File: config.mk
export PLATFORM = sky130hd
export DESIGN_NAME = lit_tonemap
export DESIGN_NICKNAME = d
export VERILOG_FILES = /design/src/rtl/lit_pkg.sv /design/src/rtl/lit_div10.sv /design/src/rtl/lit_tonemap.sv
export SDC_FILE = /design/constraint.sdc
export NUM_CORES = 1
export LEC_CHECK = 0
export BUFFER_PORTS_ARGS = -buffer_cell sky130_fd_sc_hd__buf_2
export CAP_MARGIN = 20
export CORE_UTILIZATION = 30
export DETAILED_ROUTE_END_ITERATION = 10
export PLACE_DENSITY = 0.44
export SETUP_SLACK_MARGIN = 0.1
export SLEW_MARGIN = 20
export SYNTH_ARGS = -nofsm -noshare
export SYNTH_HDL_FRONTEND = slang
export SYNTH_SLANG_ARGS = --single-unit
File: constraint.sdc
create_clock -name clk -period 9 [get_ports clk]
set_clock_uncertainty 0.2 [all_clocks]
set_input_delay 0.9 -clock clk [delete_from_list [all_inputs] [get_ports clk]]
set_output_delay 0.9 -clock clk [all_outputs]
set_load 0.01 [all_outputs]
File: src/rtl/lit_pkg.sv
// Shared LIT curve constants (breakpoints, slopes, offsets), forward arithmetic
// and the tonemapper state enum; both LIT directions take their numbers from here.
package lit_pkg;

  localparam int LT_IN    = 16;
  localparam int LT_OUT   = 9;
  localparam int LIT_SEGS = 10;

  // Index 0 describes segment 0 (c<<4) so lit_fwd covers every segment uniformly.
  localparam logic [8:0] LIT_B [LIT_SEGS] = '{
    9'h000, 9'h099, 9'h0A4, 9'h0B0, 9'h0BB, 9'h0C7, 9'h0D2, 9'h0DD, 9'h0E9, 9'h0F4
  };

  localparam logic [18:0] LIT_M [LIT_SEGS] = '{
    19'd4096,   19'd22323,  19'd33281,  19'd51200,  19'd76800,
    19'd115200, 19'd166400, 19'd204800, 19'd263424, 19'd467712
  };

  localparam logic [18:0] LIT_S [LIT_SEGS] = '{
    19'd0,      19'd11079,  19'd18099,  19'd30419,  19'd49119,
    19'd78969,  19'd120969, 19'd154119, 19'd207476, 19'd402187
  };

  typedef enum logic [1:0] {
    ST_IDLE = 2'd0,
    ST_SEL  = 2'd1,
    ST_DIV  = 2'd2,
    ST_DONE = 2'd3
  } lt_state_e;

  function automatic logic [15:0] lit_fwd(input logic [8:0] code, input logic [3:0] k);
    logic [31:0] prod;
    prod = 32'(code) * 32'(LIT_M[k]);
    return 16'((prod >> 8) - 32'(LIT_S[k]));
  endfunction

  // Segment k's threshold is its own line evaluated at its own breakpoint.
  function automatic logic [15:0] lit_thresh(input logic [3:0] k);
    return lit_fwd(LIT_B[k], k);
  endfunction

endpackage

File: src/rtl/lit_div10.sv
// Restoring divider, 28-bit numerator by 19-bit divisor, 10-bit quotient.
// One quotient bit per cycle MSB first; done/quo are valid in the cycle of the last bit.
module lit_div10 (
  input  logic        clk,
  input  logic        rst_n,
  input  logic        start,
  input  logic [27:0] num,
  input  logic [18:0] den,
  output logic        done,
  output logic [9:0]  quo
);

  logic [18:0] rem_reg, rem_next;
  logic [9:0]  low_reg, low_next;
  logic [18:0] den_reg, den_next;
  logic [9:0]  quo_reg, quo_next;
  logic [3:0]  cnt_reg, cnt_next;
  logic        busy_reg, busy_next;
  logic [19:0] trial;
  logic        fits;
  logic [9:0]  quo_step;

  always_ff @(posedge clk or negedge rst_n) begin
    if (!rst_n) begin
      rem_reg  <= '0;
      low_reg  <= '0;
      den_reg  <= '0;
      quo_reg  <= '0;
      cnt_reg  <= '0;
      busy_reg <= 1'b0;
    end else begin
      rem_reg  <= rem_next;
      low_reg  <= low_next;
      den_reg  <= den_next;
      quo_reg  <= quo_next;
      cnt_reg  <= cnt_next;
      busy_reg <= busy_next;
    end
  end

  // The caller guarantees num < den<<10, so the top 18 bits start below den.
  always_comb begin
    trial     = {rem_reg, low_reg[9]};
    fits      = (trial >= {1'b0, den_reg});
    quo_step  = {quo_reg[8:0], fits};
    rem_next  = rem_reg;
    low_next  = low_reg;
    den_next  = den_reg;
    quo_next  = quo_reg;
    cnt_next  = cnt_reg;
    busy_next = busy_reg;
    if (start) begin
      rem_next  = {1'b0, num[27:10]};
      low_next  = num[9:0];
      den_next  = den;
      quo_next  = '0;
      cnt_next  = '0;
      busy_next = 1'b1;
    end else if (busy_reg) begin
      rem_next = fits ? 19'(trial - {1'b0, den_reg}) : trial[18:0];
      low_next = {low_reg[8:0], 1'b0};
      quo_next = quo_step;
      cnt_next = cnt_reg + 4'd1;
      if (cnt_reg == 4'd9) begin
        busy_next = 1'b0;
      end
    end
  end

  assign done = busy_reg && (cnt_reg == 4'd9);
  assign quo  = quo_step;

endmodule

File: src/rtl/lit_tonemap.sv
// Forward linear tonemapper: maps a Q0.16 HDR sample back to the Q1.8 SDR code
// whose LIT expansion lands on or just below it, using an iterative divider.
module lit_tonemap
  import lit_pkg::*;
(
  input  logic              clk,
  input  logic              rst_n,
  input  logic              in_valid,
  output logic              in_ready,
  input  logic [LT_IN-1:0]  LT_in,
  output logic              out_valid,
  input  logic              out_ready,
  output logic [LT_OUT-1:0] LT_out
);

  lt_state_e         state_reg, state_next;
  logic [LT_IN-1:0]  sample_reg, sample_next;
  logic [3:0]        seg_reg, seg_next;
  logic [LT_OUT-1:0] lt_out_reg, lt_out_next;
  logic              out_valid_reg, out_valid_next;

  logic [LIT_SEGS-1:1] seg_ge;
  logic [3:0]          seg_sel;
  logic [LT_OUT-1:0]   seg0_code;
  logic [LT_OUT-1:0]   lo_code;
  logic [LT_OUT-1:0]   clamp_code;
  logic                div_start;
  logic [27:0]         div_num;
  logic [18:0]         div_den;
  logic                div_done;
  logic [9:0]          div_quo;

  genvar gi;
  generate
    for (gi = 1; gi < LIT_SEGS; gi++) begin : g_thr
      localparam logic [15:0] THR = lit_thresh(4'(gi));
      assign seg_ge[gi] = (sample_reg >= THR);
    end
  endgenerate

  // Ascending scan keeps the highest matching segment, so the overlap near B1 goes up.
  always_comb begin
    seg_sel = 4'd0;
    for (int k = 1; k < LIT_SEGS; k++) begin
      if (seg_ge[k]) begin
        seg_sel = 4'(k);
      end
    end
  end

  assign seg0_code = (sample_reg[15:4] > 12'h098) ? 9'h098 : sample_reg[12:4];
  assign div_num   = {1'b0, 19'({3'b000, sample_reg} + LIT_S[seg_sel]), 8'h00};
  assign div_den   = LIT_M[seg_sel];

  // The lower clamp absorbs truncation in the forward path at each breakpoint.
  always_comb begin
    lo_code = LIT_B[seg_reg];
    if (div_quo < {1'b0, lo_code}) begin
      clamp_code = lo_code;
    end else if (div_quo > 10'h100) begin
      clamp_code = 9'h100;
    end else begin
      clamp_code = div_quo[8:0];
    end
  end

  lit_div10 u_div (
    .clk   (clk),
    .rst_n (rst_n),
    .start (div_start),
    .num   (div_num),
    .den   (div_den),
    .done  (div_done),
    .quo   (div_quo)
  );

  always_ff @(posedge clk or negedge rst_n) begin
    if (!rst_n) begin
      state_reg     <= ST_IDLE;
      sample_reg    <= '0;
      seg_reg       <= '0;
      lt_out_reg    <= '0;
      out_valid_reg <= 1'b0;
    end else begin
      state_reg     <= state_next;
      sample_reg    <= sample_next;
      seg_reg       <= seg_next;
      lt_out_reg    <= lt_out_next;
      out_valid_reg <= out_valid_next;
    end
  end

  always_comb begin
    state_next     = state_reg;
    sample_next    = sample_reg;
    seg_next       = seg_reg;
    lt_out_next    = lt_out_reg;
    out_valid_next = out_valid_reg;
    div_start      = 1'b0;
    case (state_reg)
      ST_IDLE: begin
        if (in_valid) begin
          sample_next = LT_in;
          state_next  = ST_SEL;
        end
      end
      ST_SEL: begin
        seg_next = seg_sel;
        if (seg_sel == 4'd0) begin
          lt_out_next    = seg0_code;
          out_valid_next = 1'b1;
          state_next     = ST_DONE;
        end else begin
          div_start  = 1'b1;
          state_next = ST_DIV;
        end
      end
      ST_DIV: begin
        if (div_done) begin
          lt_out_next    = clamp_code;
          out_valid_next = 1'b1;
          state_next     = ST_DONE;
        end
      end
      ST_DONE: begin
        if (out_ready) begin
          out_valid_next = 1'b0;
          state_next     = ST_IDLE;
        end
      end
      default: state_next = ST_IDLE;
    endcase
  end

  assign in_ready  = (state_reg == ST_IDLE);
  assign out_valid = out_valid_reg;
  assign LT_out    = lt_out_reg;

endmodule
==> summary.md, run 1 <==
| Metric | Value |
|---|---|
| Endpoint arrival time on the critical path | `5850 ps` |
| Worst skew pair latency | `between 300 and 400 ps` |
| Maximum single-stage delay on the critical path | `approximately 530 ps` |
| Iter 0 DRT Violations | `between 300 and 400` |
| Initial antenna violation count | `0` |
| Max Slew Vio Count | `0` |
| Proportion of power drawn by flip-flops and latches | `0.471` |
| Most frequent cells after synthesis | `80 x dfrtp_1, 73 x nor2_1, 68 x nand2_1, 57 x ha_1, 55 x a21oi_1` |
| Final instance count without filler cells | `1042` |
| Number of fill cells in the layout | `~2200` |
| Final setup violation count | `0` |
| Post-synthesis sequential area ratio | `0.308` |
| CTS tree | `built` |
| Total global-route track usage | `0.180` |
| Fraction of layout cells with a size suffix above 1 | `0.125` |
| Critical path capture point type | `flop` |
| Remaining global-route overflow | `0` |
| Number of flops mapped to enable cells by yosys | `0` |
| Part of the total power dissipated in combinational logic | `0.016` |
| Detailed-placement wirelength estimate | `14200 µm` |
| Post-synthesis net count | `roughly 840` |
| Effective utilization at floorplan | `0.307` |
| RSZ-0062 raised after global routing | `false` |
| Run status | `complete, no violations` |
| CP Buf/Inv Count | `1` |
| Peak supply drop | `~0.063 mV` |
| Sinks on the clock net | `80` |
| Via Count | `~5700` |
| Cell type with the highest occurrence count on the critical path | `a21oi_1` |
| Number of hold violations in the final report | `0` |
| Area used by multi-input combinational logic | `0.00419 mm²` |
| Drt pass-1 iters | `5` |
| Share of synthesized flip-flops with an asynchronous set or reset | `1.00` |
| Maximum clock rate | `approximately 170 MHz` |
| Cells along the critical path | `o21a_1 -> nor4b_4 -> o211a_1 -> nand2b_1 -> a21oi_1 -> inv_1 -> ha_1 -> nand3_1 -> and3_1 -> ha_1 -> a21oi_1 -> o211ai_1 -> o211ai_1 -> a21oi_1 -> a2111oi_0 -> a2111oi_0 -> a211o_1` |
| Worst-case headroom to the max-slew limit | `0.383` |
| Synth top area share | `0.308` |
| Switch share | `0.212` |
| Worst hold margin | `approximately 120 ps` |
| Worst Max-Slew Pin Slew | `approximately 920 ps` |
| Mean area per synthesized cell | `roughly 8.6 µm²` |
| Bufs on Longest Clock Path | `2` |
| Syn-to-layout area delta | `10.1%` |
| Vert. Die Dim | `around 150 µm` |
| Max FFs per register | `19` |
| Total negative slack | `0 ps` |
| Critical path type | `reg2reg` |
| Maximum Capacitance Violations | `0` |
| Hold Crit Class | `in2async` |
| Most frequently used flop master after synthesis | `dfrtp_1` |
| Wire per inst | `roughly 18 µm` |
| Drt drc | `0` |
| Top-level I/O count | `31` |
| Maximum fanout encountered on the critical timing path | `13` |
| Routed Wire Length | `approximately 19000 µm` |
| Number of global-route vias before repair | `roughly 5600` |
| Gates resized, CTS repair | `0` |
| Static Leakage | `about 3.4 nW` |
| Wire length of the first global-routing pass | `between 30000 and 40000 µm` |
| Count of buffers added by post-CTS timing repair for setup | `0` |
| Number of diodes | `0` |
| Fraction of the cycle the final worst path needs | `0.640` |
| End-of-flow core utilization | `0.338` |
| Internal power contribution | `~600 µW` |
| Sw Pwr | `162 µW` |
| Cells taking the most area after synthesis | `dfrtp_1 31%, ha_1 11%, a21oi_1 4.2%, nor2_1 4.2%, nand2_1 3.9%` |
| Slowest library cell on the worst path | `a2111oi_0` |
| Final worst path period need | `about 5800 ps` |
| Vias/cell | `around 5.4` |
| Number of unique standard cell types used by synthesis | `between 80 and 90` |
| Placement row count | `53` |
| Worst Setup Start Kind | `flop` |
| Final RePlAce weighted congestion | `roughly 0.93` |
| Category of cells accounting for the largest share of critical-path delay | `compound AO/OA/AOI/OAI gates` |
| Level count of the clock H-tree | `3` |
| Most used standard cell by instance count after synthesis | `dfrtp_1` |
| Clock transition at path regs | `about 60 ps` |
| Number of flip-flops and latches in the synthesized netlist | `80` |
| Netlist area before placement | `between 0.006 and 0.007 mm²` |
| Number of buffers inserted for hold repair after clock tree synthesis | `0` |
| Port Buffers | `30` |
| Placed cell count | `between 1000 and 1500` |
| Largest net degree at the start of global routing | `80` |
| Total area of sequential cells | `0.00200 mm²` |
| Core area | `between 0.02 and 0.025 mm²` |
| Clock tree root buffer cell | `clkbuf_16` |
| Clock network fraction of total power | `0.513` |
| Count of yosys warnings during synthesis | `0` |
| Chip Width | `about 150 µm` |
| Cts bufs inserted | `9` |
| Number of nets with antenna violations after routing | `0` |
| Floorplan die area | `about 0.022 mm²` |
| Synthesized instance count | `approximately 760` |
| Biggest area consumer among synthesized cells | `dfrtp_1` |
| Power density normalized to cell area | `about 110 mW/mm²` |
| Data required time at the worst endpoint | `9090 ps` |
| Nets | `842` |
[cell families (layout without fill, tap and decap cells)]
logic type | Yosys count | count (layout) | share of synthesized area
simple gates | 253 | 253 | 0.194
compound gates | 223 | 223 | 0.232
flops | 80 | 80 | 0.308
buf+inv | 74 | 85 | 0.0491
fa+ha+maj | 59 | 59 | 0.116
mux | 37 | 37 | 0.0614
xor+xnor | 30 | 30 | 0.0404
[power by group through the flow]
stage | clock network (mW) | logic, mW | registers [mW]
2_1_floorplan | 0 | 0.000160 | 0.366
3_3_place_gp | 0 | 0.0123 | 0.366
3_5_place_dp | 0 | 0.0126 | 0.366
4_1_cts | 0.406 | 0.0127 | 0.359
5_1_grt | 0.421 | 0.0139 | 0.359
6_report | 0.392 | 0.0119 | 0.360
[through the flow]
step           worst slack (ps)  total power [mW]  cell area [µm²]
6_report                   3240             0.763             7160
5_1_grt                    2730             0.794             7160
4_1_cts                    3340             0.778             7150
3_5_place_dp               3370             0.379             6840
3_3_place_gp               3600             0.379             6840
2_1_floorplan              4290             0.367             6500
[per-layer routing]
| metal | up-vias | part of all wire | GRT usage | wire length (µm) |
|---|---|---|---|---|
| li1 | 2771 | - | - | - |
| met1 | 2750 | 0.47 | 0.245 | 9000 |
| met2 | 124 | 0.47 | 0.290 | 8900 |
| met3 | 20 | 0.041 | 0.0306 | 769 |
| met4 | 0 | 0.016 | 0.0510 | 295 |
| met5 | - | 0 | 0 | 0 |
[worst paths after layout]
path | start | to | slack [ps] | depth (start not counted)
worst max-delay path | sample_reg[1] | u_div.rem_reg[13] | 3240 | 17
worst min-delay path | rst_n | u_div.rem_reg[18] | 120 | 1
worst max register to register | sample_reg[1] | u_div.rem_reg[13] | 3240 | 17
worst min register to register | u_div.den_reg[8] | u_div.den_reg[8] | 290 | 2
max in group asynchronous | rst_n | sample_reg[1] | 7570 | 2
min in group clk | u_div.den_reg[8] | u_div.den_reg[8] | 290 | 2
[layout make-up]
cell class                      count  share of cell area
Multi-Input combinational cell    602               0.585
Sequential cell                    80               0.280
Tap cell                          275              0.0481
Clock buffer                       12              0.0372
Timing Repair Buffer               32              0.0239
Inverter                           38              0.0199
Clock inverter                      3             0.00664
[cell usage in the layout (no fill, tap or decap), drive strengths merged, types with 20 or more instances in the layout]
cell,count
nor2,73
dfrtp,80
ha,57
nor3,20
nand2,69
o21ai,57
inv,40
buf,32
a21oi,57
mux2,23
a31oi,21
No activity file was read; power rests on OpenSTA's default activity.
==> run 2, diff against run 1 <==
Clock period 9 ns to 5.7 ns, I/O delays scaled along.
==> run 2 against run 1 <==
Against the previous run:
- critical path depth increased by 1
- core utilization is 0.51 points higher
- count of clock-buffer cells in the layout down 1
- die area did not move
- flip-flop and latch count unchanged
- sequential power up 58%
==> summary.md, run 2 (synthesized netlist as in run 1, its figures left out) <==
| Metric | Value |
|---|---|
| Data required time at the worst endpoint | `5790 ps (was 9090 ps)` |
| Worst Setup Start Kind | `flop (unchanged)` |
| Number of diodes | `0 (unchanged)` |
| Endpoint arrival time on the critical path | `5320 ps (was 5850 ps)` |
| Leading cell type in the layout, fill and taps excluded | `dfrtp_1 (unchanged)` |
| Number of fill cells in the layout | `2191 (was 2171)` |
| M2 GR Usage | `0.304 (was 0.290)` |
| Top-level I/O count | `31 (unchanged)` |
| Worst Setup EP | `u_div.rem_reg[13] (unchanged)` |
| Vert. Die Dim | `149 µm (unchanged)` |
| Instance count on the critical path | `18 (was 17)` |
| Highest-count cells in the layout ignoring fill and taps | `80 x dfrtp_1, 73 x nor2_1, 68 x nand2_1 (unchanged)` |
| Final RePlAce weighted congestion | `0.915 (was 0.930)` |
| Met3 track demand over resource in global routing | `0.0150 (was 0.0306)` |
| Total chip power | `1.24 mW (was 763 µW)` |
| Critical path capture point type | `flop (unchanged)` |
| Max FFs per register | `19 (unchanged)` |
| Number of cells traversed by the worst register-to-register path | `18 (was 17)` |
| Final worst path period need | `5230 ps (was 5760 ps)` |
| Via Count | `5746 (was 5665)` |
| Floorplan die area | `0.0223 mm² (unchanged)` |
| Worst setup slack for register-to-register paths | `470 ps (was 3240 ps)` |
| RSZ-0062 raised after global routing | `false (unchanged)` |
| CP Buf/Inv Count | `0 (was 1)` |
| Slowest library cell on the worst path | `dfrtp_1 (was a2111oi_0)` |
| Worst-case headroom to the max-slew limit | `0.286 (was 0.383)` |
| Nets | `850 (was 842)` |
| Timing startpoint of the critical path | `sample_reg[1] (unchanged)` |
| Drt drc | `0 (unchanged)` |
| Cells along the critical path | `a21o_1 -> a21o_1 -> a211o_1 -> a311oi_2 -> a221o_1 -> a21oi_2 -> a21o_1 -> ha_2 -> nand3_1 -> and3_1 -> ha_1 -> a21oi_1 -> o211ai_1 -> o211ai_1 -> a21oi_1 -> a2111oi_0 -> a2111oi_0 -> a211o_1 (was o21a_1 -> nor4b_4 -> o211a_1 -> nand2b_1 -> a21oi_1 -> inv_1 -> ha_1 -> nand3_1 -> and3_1 -> ha_1 -> a21oi_1 -> o211ai_1 -> o211ai_1 -> a21oi_1 -> a2111oi_0 -> a2111oi_0 -> a211o_1)` |
| Fraction of layout cells with a size suffix above 1 | `0.140 (was 0.125)` |
| Number of nets with antenna violations after routing | `0 (unchanged)` |
| Drt pass-1 iters | `7 (was 5)` |
| Hold Crit Class | `in2reg (was in2async)` |
| Maximum fanout encountered on the critical timing path | `8 (was 13)` |
| Remaining global-route overflow | `0 (unchanged)` |
| Run status | `complete, no violations (unchanged)` |
| Final setup violation count | `0 (unchanged)` |
| Max Slew Vio Count | `0 (unchanged)` |
| Iter 0 DRT Violations | `405 (was 322)` |
| Initial antenna violation count | `0 (unchanged)` |
| Critical path type | `reg2reg (unchanged)` |
| Cts bufs inserted | `9 (unchanged)` |
| Category of cells accounting for the largest share of critical-path delay | `compound AO/OA/AOI/OAI gates (unchanged)` |
| Number of global-route vias before repair | `5727 (was 5584)` |
| Clock transition at path regs | `60 ps (about the same)` |
| CTS tree | `built (unchanged)` |
| Bufs on Longest Clock Path | `2 (unchanged)` |
| Largest net degree at the start of global routing | `60 (was 80)` |
| Cell type with the highest occurrence count on the critical path | `a21o_1 (was a21oi_1)` |
| Core area | `0.0212 mm² (unchanged)` |
| Clock tree root buffer cell | `clkbuf_16 (unchanged)` |
| Fraction of the cycle the final worst path needs | `0.918 (was 0.640)` |
| Worst Max-Slew Pin Slew | `1070 ps (was 923 ps)` |
| Peak supply drop | `0.130 mV (was 0.0627 mV)` |
| Syn-to-layout area delta | `11.8% (was 10.1%)` |
| Static Leakage | `3.43 nW (was 3.39 nW)` |
| Placement row count | `53 (unchanged)` |
| Chip Width | `149 µm (unchanged)` |
| Total area of sequential cells | `0.00200 mm² (unchanged)` |
| Grt met1 use | `0.252 (was 0.245)` |
| Maximum clock rate | `191 MHz (was 174 MHz)` |
| Level count of the clock H-tree | `3 (unchanged)` |
| Port Buffers | `30 (unchanged)` |
| Reg2reg end | `u_div.rem_reg[13] (unchanged)` |
| Maximum single-stage delay on the critical path | `480 ps (was 530 ps)` |
| Area used by multi-input combinational logic | `0.00422 mm² (was 0.00419 mm²)` |
| Beginning of the worst register-to-register path | `sample_reg[1] (unchanged)` |
| Power density normalized to cell area | `171 mW/mm² (was 107 mW/mm²)` |
| Worst hold margin | `248 ps (was 119 ps)` |
| Total global-route track usage | `0.183 (was 0.180)` |
| Total negative slack | `0 ps (unchanged)` |
| Routed Wire Length | `19300 µm (was 19000 µm)` |
| Detailed-placement wirelength estimate | `14600 µm (was 14200 µm)` |
| Sinks on the clock net | `80 (unchanged)` |
| Wire per inst | `18.4 µm (was 18.2 µm)` |
| Number of hold violations in the final report | `0 (unchanged)` |
| Wire length of the first global-routing pass | `31600 µm (was 30800 µm)` |
| Effective utilization at floorplan | `0.307 (unchanged)` |
| Vias/cell | `5.47 (was 5.44)` |
| Worst skew pair latency | `350 ps (about the same)` |
| Maximum Capacitance Violations | `0 (unchanged)` |
| Layer with the highest usage after global routing | `met2 (unchanged)` |
[run 2: changes by cell type in the layout (fill, tap and decap cells not counted), sizes merged]
cell | previous run | this run
dlygate4sd3 | 0 | 1
clkinv | 0 | 2
bufinv | 1 | 2
buf | 32 | 39
inv | 40 | 39
clkbuf | 12 | 11
[run 2: power breakdown]
part / internal (mW) / total [mW] / switching, mW / leakage [nW]
registers: 0.568 / 0.568 / 0 / 1.11
logic: 0.00570 / 0.0187 / 0.0130 / 2.16
clock network: 0.401 / 0.654 / 0.254 / 0.162
[run 2: how the worst min path moves through the flow]
stage,start,end,slack [ps],depth (start not counted)
after floorplan,rst_n,LT_out[0],70,0
after global placement,u_div.den_reg[0],u_div.den_reg[0],270,2
after detailed placement,u_div.den_reg[0],u_div.den_reg[0],280,2
after CTS,LT_in[8],sample_reg[8],240,2
after global routing,LT_in[14],sample_reg[14],250,2
final,LT_in[8],sample_reg[8],250,2
[run 2: per-stage QoR]
stage,cell area (µm²),utilization,setup WS (ps),std cells
finish,7270,0.344,466,1051
CTS,7230,0.342,187,1051
floorplan,6500,-,990,756
global placement,6890,0.326,453,1034
global route,7270,0.344,171,1051
detailed placement,6890,0.326,208,1034
[run 2: layer usage]
layer  part of all wire  up-vias
li1                   -     2788
met1               0.48     2792
met2               0.47      145
met3              0.028       21
met4              0.014        0
met5                  0        -
[run 2: layout make-up]
class | instances | area share
tap | 275 | 0.0473
multi-input combinational | 602 | 0.580
clock inverter | 5 | 0.0122
inverter | 38 | 0.0196
timing repair buffer | 40 | 0.0317
clock buffer | 11 | 0.0334
sequential | 80 | 0.275
[run 2: worst reg2reg max path, delay by kind of cell, from the launching register on]
| family | cells | cell delay [ps] |
|---|---|---|
| flip-flops | 1 | 480 |
| AND/OR/NAND/NOR | 2 | 430 |
| adder cells (fa/ha/maj) | 2 | 720 |
| AO/OA/AOI/OAI | 14 | 3350 |
[run 2: timing repair]
item / in CTS / in global routing
gates resized for setup: 0 / 8
hold buffers: 1 / 0
endpoints found under the setup margin: 0 / 4
setup buffers: 0 / 0
endpoints found under the hold margin: 21 / 0
